**src/rtl/uart_cmd_pkg.sv**
```systemverilog
`default_nettype none
// ============================================================================
//  Module   : uart_cmd_pkg
//  Purpose  : Shared types and widths for the UART command assembler.
//             Holds the framing FSM state type and the byte/command widths.
//  Revision : 1.0 - initial release
// ============================================================================
package uart_cmd_pkg;

  localparam int CMD_W  = 16;
  localparam int BYTE_W = 8;

  // HIGH: waiting for the first (high) byte of a command.
  // LOW : high byte held, waiting for the second (low) byte.
  typedef enum logic {
    HIGH = 1'b0,
    LOW  = 1'b1
  } state_t;

endpackage
`default_nettype wire

```
**src/rtl/uart_cmd_assembler.sv**
```systemverilog
`default_nettype none
// ============================================================================
//  Module   : uart_cmd_assembler
//  Purpose  : Pairs bytes from a UART receiver, high byte first, into 16-bit
//             commands. An inter-byte timeout drops a lone high byte so that
//             framing resynchronises. A sticky flag reports overwritten commands.
//  Ports    : clk, rst_n            - clock, async active-low reset
//             rx_rdy, rx_data       - byte-available flag and byte from receiver
//             clr_rx_rdy            - consumes the current byte (same cycle)
//             clr_cmd_rdy           - consumer acknowledge of cmd
//             clr_overrun           - clears the overrun flag
//             cmd, cmd_rdy          - assembled command and its valid flag
//             overrun               - sticky: command completed while cmd_rdy=1
//  Revision : 1.0 - initial release
// ============================================================================
module uart_cmd_assembler
  import uart_cmd_pkg::*;
#(
  parameter int TIMEOUT = 100000
) (
  input  logic              clk,
  input  logic              rst_n,
  input  logic              rx_rdy,
  input  logic [BYTE_W-1:0] rx_data,
  output logic              clr_rx_rdy,
  input  logic              clr_cmd_rdy,
  input  logic              clr_overrun,
  output logic [CMD_W-1:0]  cmd,
  output logic              cmd_rdy,
  output logic              overrun
);

  // A zero TIMEOUT still needs a 1-bit timer to keep the logic well formed.
  localparam int TIMER_W = (TIMEOUT < 1) ? 1 : $clog2(TIMEOUT + 1);

  state_t              state;
  state_t              state_nxt;
  logic [BYTE_W-1:0]   hi_byte;
  logic [TIMER_W-1:0]  timer;
  logic                take_hi;
  logic                complete;

  // --------------------------------------------------------------------------
  // State register
  // --------------------------------------------------------------------------
  always_ff @(posedge clk or negedge rst_n) begin
    if (!rst_n) begin
      state <= HIGH;
    end else begin
      state <= state_nxt;
    end
  end

  // --------------------------------------------------------------------------
  // Next state and Mealy handshake. A byte present in LOW is always taken,
  // even when the timer is about to expire: the byte wins.
  // --------------------------------------------------------------------------
  always_comb begin
    state_nxt  = state;
    clr_rx_rdy = 1'b0;
    take_hi    = 1'b0;
    complete   = 1'b0;
    case (state)
      HIGH: begin
        if (rx_rdy) begin
          clr_rx_rdy = 1'b1;
          take_hi    = 1'b1;
          state_nxt  = LOW;
        end
      end
      LOW: begin
        if (rx_rdy) begin
          clr_rx_rdy = 1'b1;
          complete   = 1'b1;
          state_nxt  = HIGH;
        end else if ((TIMEOUT != 0) && (timer == TIMER_W'(1))) begin
          // Lone high byte is abandoned; cmd/cmd_rdy are left untouched.
          state_nxt = HIGH;
        end
      end
      default: state_nxt = HIGH;
    endcase
  end

  // --------------------------------------------------------------------------
  // Datapath: high-byte capture, inter-byte timer, command and flags
  // --------------------------------------------------------------------------
  always_ff @(posedge clk or negedge rst_n) begin
    if (!rst_n) begin
      hi_byte <= '0;
      timer   <= '0;
      cmd     <= '0;
      cmd_rdy <= 1'b0;
      overrun <= 1'b0;
    end else begin
      if (take_hi) begin
        hi_byte <= rx_data;
        timer   <= TIMER_W'(TIMEOUT);
      end else if ((state == LOW) && !rx_rdy && (timer != '0)) begin
        // Loaded with TIMEOUT on the capture edge, reaching 1 after
        // TIMEOUT-1 decrements, so expiry lands exactly TIMEOUT edges later.
        timer <= timer - 1'b1;
      end

      if (complete) begin
        cmd <= {hi_byte, rx_data};
      end

      // Completion beats acknowledge.
      if (complete) begin
        cmd_rdy <= 1'b1;
      end else if (clr_cmd_rdy) begin
        cmd_rdy <= 1'b0;
      end

      // An acknowledge arriving with the completion means the old command was
      // consumed, so that case is not an overrun.
      if (complete && cmd_rdy && !clr_cmd_rdy) begin
        overrun <= 1'b1;
      end else if (clr_overrun) begin
        overrun <= 1'b0;
      end
    end
  end

endmodule
`default_nettype wire
```
**config.mk**
```make
export PLATFORM = sky130hd
export DESIGN_NAME = uart_cmd_assembler
export DESIGN_NICKNAME = d
export VERILOG_FILES = /design/src/rtl/uart_cmd_pkg.sv /design/src/rtl/uart_cmd_assembler.sv
export SDC_FILE = /design/constraint.sdc
export NUM_CORES = 1
export LEC_CHECK = 0
export ABC_AREA = 1
export ABC_CLOCK_PERIOD_IN_PS = 1890
export BUFFER_PORTS_ARGS = -buffer_cell sky130_fd_sc_hd__buf_2
export CAP_MARGIN = 25
export CELL_PAD_IN_SITES_DETAIL_PLACEMENT = 0
export CELL_PAD_IN_SITES_GLOBAL_PLACEMENT = 1
export CORE_MARGIN = 2
export CORE_UTILIZATION = 30
export DETAILED_ROUTE_END_ITERATION = 10
export GPL_TIMING_DRIVEN = 0
export PLACE_DENSITY_LB_ADDON = 0.1
export SYNTH_ARGS = -nofsm -noshare
export SYNTH_HDL_FRONTEND = slang
export SYNTH_SLANG_ARGS = --single-unit
```
**constraint.sdc**
```tcl
create_clock -name clk -period 1.89 [get_ports clk]
set_input_delay 0.2835 -clock clk [delete_from_list [all_inputs] [get_ports clk]]
set_output_delay 0.2835 -clock clk [all_outputs]
set_load 0.01 [all_outputs]
```
== Word level (Yosys, flattened, before mapping) ==
Cells that the tools add are included.

* Bits in latches: 0
* Word-level logic and storage cells: 31
* Output and inout port bits: 19
* RAM bits: 0
* Memories: 0
* ROM bits: 0
* Register bits: 44

* $lt $le $gt $ge: 0
* Add/subtract/negate cells: 1
* Multiply operators: 0
* Muxes and demuxes: 12
* Eq/ne operators: 1
* Bitwise operators: 1
* Shifts and indexed selects: 0
* Div/mod/pow operators: 0
* Reductions and logical operators: 10

{| class="wikitable"
|+ Operator list
! cell !! number
|-
| $mux W17 || 2
|-
| $eq A17 B1 Y1 const B || 1
|-
| $reduce_bool A17 Y1 || 1
|-
| $sub A17 B1 Y17 const B || 1
|-
| $mux W1 || 9
|-
| $reduce_bool A2 Y1 || 3
|-
| $logic_and A1 B1 Y1 || 4
|-
| $logic_not A1 Y1 || 2
|-
| $pmux W1 S2 || 1
|-
| $not A1 Y1 || 1
|}

== Depth between registers and ports, before layout ==
* Depth in word-level cells: 5
* Depth in mapped cells: 9
* Mapped depth without buffers: 9

== Worst setup path before layout ==
OpenSTA, ideal clock, no wires.

* Path type: reg2reg
* From: reg timer[0]
* To: reg timer[10]
* Required time: 1.773 ns
* Arrival time: 1.361 ns
* Cell stages (with the launch flop): 10
* Library setup time: 0.117 ns
* Path buffers: 0
* Slack: 0.413 ns
* Path through: dfrtp_1 > inv_1 > ha_1 > nand2_4 > nor2_8 > nand3_4 > nand2_4 > nand2_2 > nand2_1 > nand2_1

* Longest elaborated chain between the ends: 3
* Elaborated cells on any way between the ends: 6
* Those cells by class: 1 x add/sub; 2 x mux; 3 x reduce/logical

{| class="wikitable"
|+ RTL lines
! element !! RTL line !! RTL
|-
| start: declaration || uart_cmd_assembler.sv:39 || <nowiki>logic [TIMER_W-1:0] timer;</nowiki>
|-
| start signal: assignment || uart_cmd_assembler.sv:98 || <nowiki>timer <= TIMER_W'(TIMEOUT);</nowiki>
|-
| start signal: assignment || uart_cmd_assembler.sv:102 || <nowiki>timer <= timer - 1'b1;</nowiki>
|-
| $sub A17 B1 Y17 or $reduce_bool A17 Y1 (tied branches) || uart_cmd_assembler.sv:102, uart_cmd_assembler.sv:99 ||
|-
| $mux W17 or $logic_and A1 B1 Y1 (tied branches) || uart_cmd_assembler.sv:99 || <nowiki>end else if ((state == LOW) && !rx_rdy && (timer != '0)) begin</nowiki>
|-
| $mux W17 or $reduce_bool A2 Y1 (tied branches) || n/a ||
|}

Parallel ways exist; a longest one is shown, timed or not. The select of a mux whose other input is x is not followed.
A chain may end at the register's enable or synchronous reset.

== Final worst setup path ==
* From: reg timer[0]
* To: reg timer[15]

The elaborated chain is that of the path after synthesis.

==> impl_metrics.json <==
{
  "outcome": "complete, no violations",
  "period_share_pct": 92.5,
  "max_freq_mhz": 572,
  "ant_nets": 0,
  "fillCellCount": 807,
  "finalSetupViolCount": 0,
  "final_util_pct": 36.8,
  "switching_share_pct": 41.6,
  "async_flop_share_pct": 100,
  "place_worst_setup_slack_ps": 131,
  "cpLargestDelayFamily": "simple AND/OR/NAND/NOR gates",
  "place_hpwl_um": 4000,
  "post_cts_buffers": 0,
  "critical_path_peak_fanout": 10,
  "cp_data_required_time_ps": 2140,
  "num_rows": 31,
  "hold_path.class": "input pin to flop",
  "critPathSlowestCell": "dfrtp_1",
  "nNetsFinal": 339,
  "synthTopCellsByArea": "dfrtp_1 (49%), nand2_1 (18%), nand3_1 (5.6%)",
  "clock_path_buffers": 2,
  "p_clk_share_pct": 21.1,
  "drc": 0,
  "power_w": 0.00361,
  "synth_ff_type": "dfrtp_1",
  "clk-insertion-delay-late_ps": 310,
  "crit_chain": "inv_1 -> ha_1 -> nand2_4 -> nor2_8 -> nand3_4 -> nand2_8 -> buf_8 -> nand3_1 -> nand2_1",
  "cellPowerDensity_nw_per_um2": 1360,
  "gp_congestion": 0.740,
  "drive_gt1_share_pct": 18.8,
  "synth_area_per_cell_um2": 7.83,
  "holdPathStages": 2,
  "htreeDepth": 2,
  "core_area_um2": 7210,
  "yosys.area.top_type": "dfrtp_1",
  "min_period_ps": 1750,
  "crit_buf_inv": 2,
  "synth_edf_count": 0,
  "wirelength_um": 5410,
  "slew_violations": 0,
  "wl_per_cell_um": 12.8,
  "ff2ff_path_depth": 9,
  "drt_iter0_drc": 76,
  "synth_top_area_share_pct": 49.5,
  "finClkSkew_ps": 9.19,
  "worst-setup-path-type": "flop to flop",
  "multi_input_area_um2": 960,
  "vdd_drop_max_mv": 0.463,
  "p_leak_nw": 1.44,
  "worstHoldStart": "clr_overrun",
  "fin_area_um2": 2660,
  "pwr-share-comb_pct": 38.1,
  "overflow": 0,
  "cts.sinks": 44,
  "grt_pass1_wl_um": 9400,
  "crit_path_start_kind": "flop",
  "setup_slack_ps": 142,
  "timing.rr.start": "timer[0]$_DFFE_PN0P_",
  "r2r-end": "timer[15]$_DFFE_PN0P_",
  "ys_ff_latch": 44,
  "slowest_delay_ps": 410,
  "yosysMostFrequentCell": "nand2_1",
  "place_area_um2": 2520,
  "area_growth_pct": 19.5,
  "grt_max_degree": 30,
  "slew_headroom_pct": 69.3,
  "hold_viol": 0,
  "tritoncts": "done",
  "cts_buffers": 5,
  "ys_types": 27,
  "syn-instance-count": 284,
  "port_buffers": 31,
  "grt_pass1_vias": 1932,
  "initial_core_util_pct": 30.8,
  "worst-slew-pin-transition_ps": 460,
  "hold_end": "overrun$_DFFE_PN0P_",
  "yosys_warnings": 0,
  "p_switching_w": 0.00150,
  "p_int_w": 0.00211,
  "via_count": 1867,
  "dieArea_um2": 8120,
  "root_buffer": "clkbuf_8",
  "maxCapViolations": 0,
  "drt-pass1-iter-count": 4,
  "io_pins": 32,
  "cp.depth": 9,
  "synth_common_cells": "nand2_1 (104), dfrtp_1 (44), inv_1 (30)",
  "seqCellArea_um2": 1100,
  "ys_seq_area_share_pct": 49.5,
  "clk_pin_slew_ps": 100,
  "antenna_found_initial": 0,
  "via_per_inst": 4.40,
  "die_x_um": 90.1,
  "seqPwrFrac_pct": 40.8,
  "num_antenna_cells": 0,
  "r2r_slack_ps": 140,
  "worstPathArrival_ps": 1990,
  "synthesis.area_um2": 2220,
  "synth_fp_nets": 299,
  "end_kind": "flop",
  "die_h_um": 90.1,
  "grt_use_total_pct": 14.4
}
-- area by class of cell --
cell class                      count  share of cell area (%)
Timing Repair Buffer               33                    6.97
Multi-Input combinational cell    199                    36.1
Sequential cell                    44                    41.4
Tap cell                           99                    4.66
Buffer                              8                    1.84
Inverter                           33                    4.66
Clock buffer                        5                    2.59
Clock inverter                      3                    1.74
-- logic make-up (layout without fill, tap and decap cells) --
family / after synthesis / after routing / synth area share, %
adders and majority gates: 2 / 2 / 1.12
buffers and inverters: 41 / 82 / 7.76
AOI/OAI and AO/OA: 21 / 21 / 5.01
and+or+nand+nor: 174 / 174 / 35.8
xor gates and xnor gates: 2 / 2 / 0.788
DFF: 44 / 44 / 49.5
-- worst max path at each step --
stage / startpoint / to / slack (ps)
floorplan: timer[0]$_DFFE_PN0P_ / timer[10]$_DFFE_PN0P_ / 410
global placement: timer[0]$_DFFE_PN0P_ / timer[15]$_DFFE_PN0P_ / 120
detailed placement: timer[0]$_DFFE_PN0P_ / timer[15]$_DFFE_PN0P_ / 130
CTS: timer[0]$_DFFE_PN0P_ / timer[15]$_DFFE_PN0P_ / 100
global route: timer[0]$_DFFE_PN0P_ / timer[15]$_DFFE_PN0P_ / -3
finish: timer[0]$_DFFE_PN0P_ / timer[15]$_DFFE_PN0P_ / 140
-- power groups by stage --
stage                     clock [W]  combinational [W]  sequential, W
after floorplan                   0           0.000988        0.00147
after global placement            0            0.00138        0.00148
after detailed placement          0            0.00138        0.00149
after CTS                  0.000795            0.00139        0.00147
after global routing       0.000828            0.00161        0.00151
final                      0.000762            0.00137        0.00147
-- layout by cell type (no fill, tap or decap), types with 2 or more instances in the layout --
cell type	instances
o21ai_0	11
o21ai_1	7
buf_2	34
nand2_1	104
o21bai_1	2
nand3_1	25
clkbuf_8	5
nor2_4	2
ha_1	2
nand4_1	8
nand3_2	3
clkbuf_1	3
dfrtp_1	44
inv_1	30
nor2_1	23
inv_2	3
nand2_2	2
-- metrics by stage --
stage	instances	hold slack, ps	setup TNS (ps)
finish	424	168	0
global route	424	164	-2.71
CTS	424	158	0
detailed placement	415	249	0
global placement	414	457	0
floorplan	284	-12.1	0
-- state kept, by name, indices dropped and copies added, names as in the netlist --
| register | flops |
|---|---|
| overrun | 1 |
| cmd | 16 |
| timer | 17 |
| hi_byte | 8 |
| state | 1 |
| cmd_rdy | 1 |
-- metal layers --
layer  GRT usage, %  up-vias  part of all wire, %
li1               -      966                    -
met1           20.1      868                   52
met2           22.9       25                   44
met3           2.51        8                  2.5
met4           4.62        0                  1.6
met5              0        -                    0
-- what timing repair did --
item,4_1_cts,5_1_grt
setup endpoints to repair,0,6
hold endpoints to repair,15,0
hold buffers,1,0
gates resized for setup,0,1
Note: power is estimated with default switching activity, not from simulation.
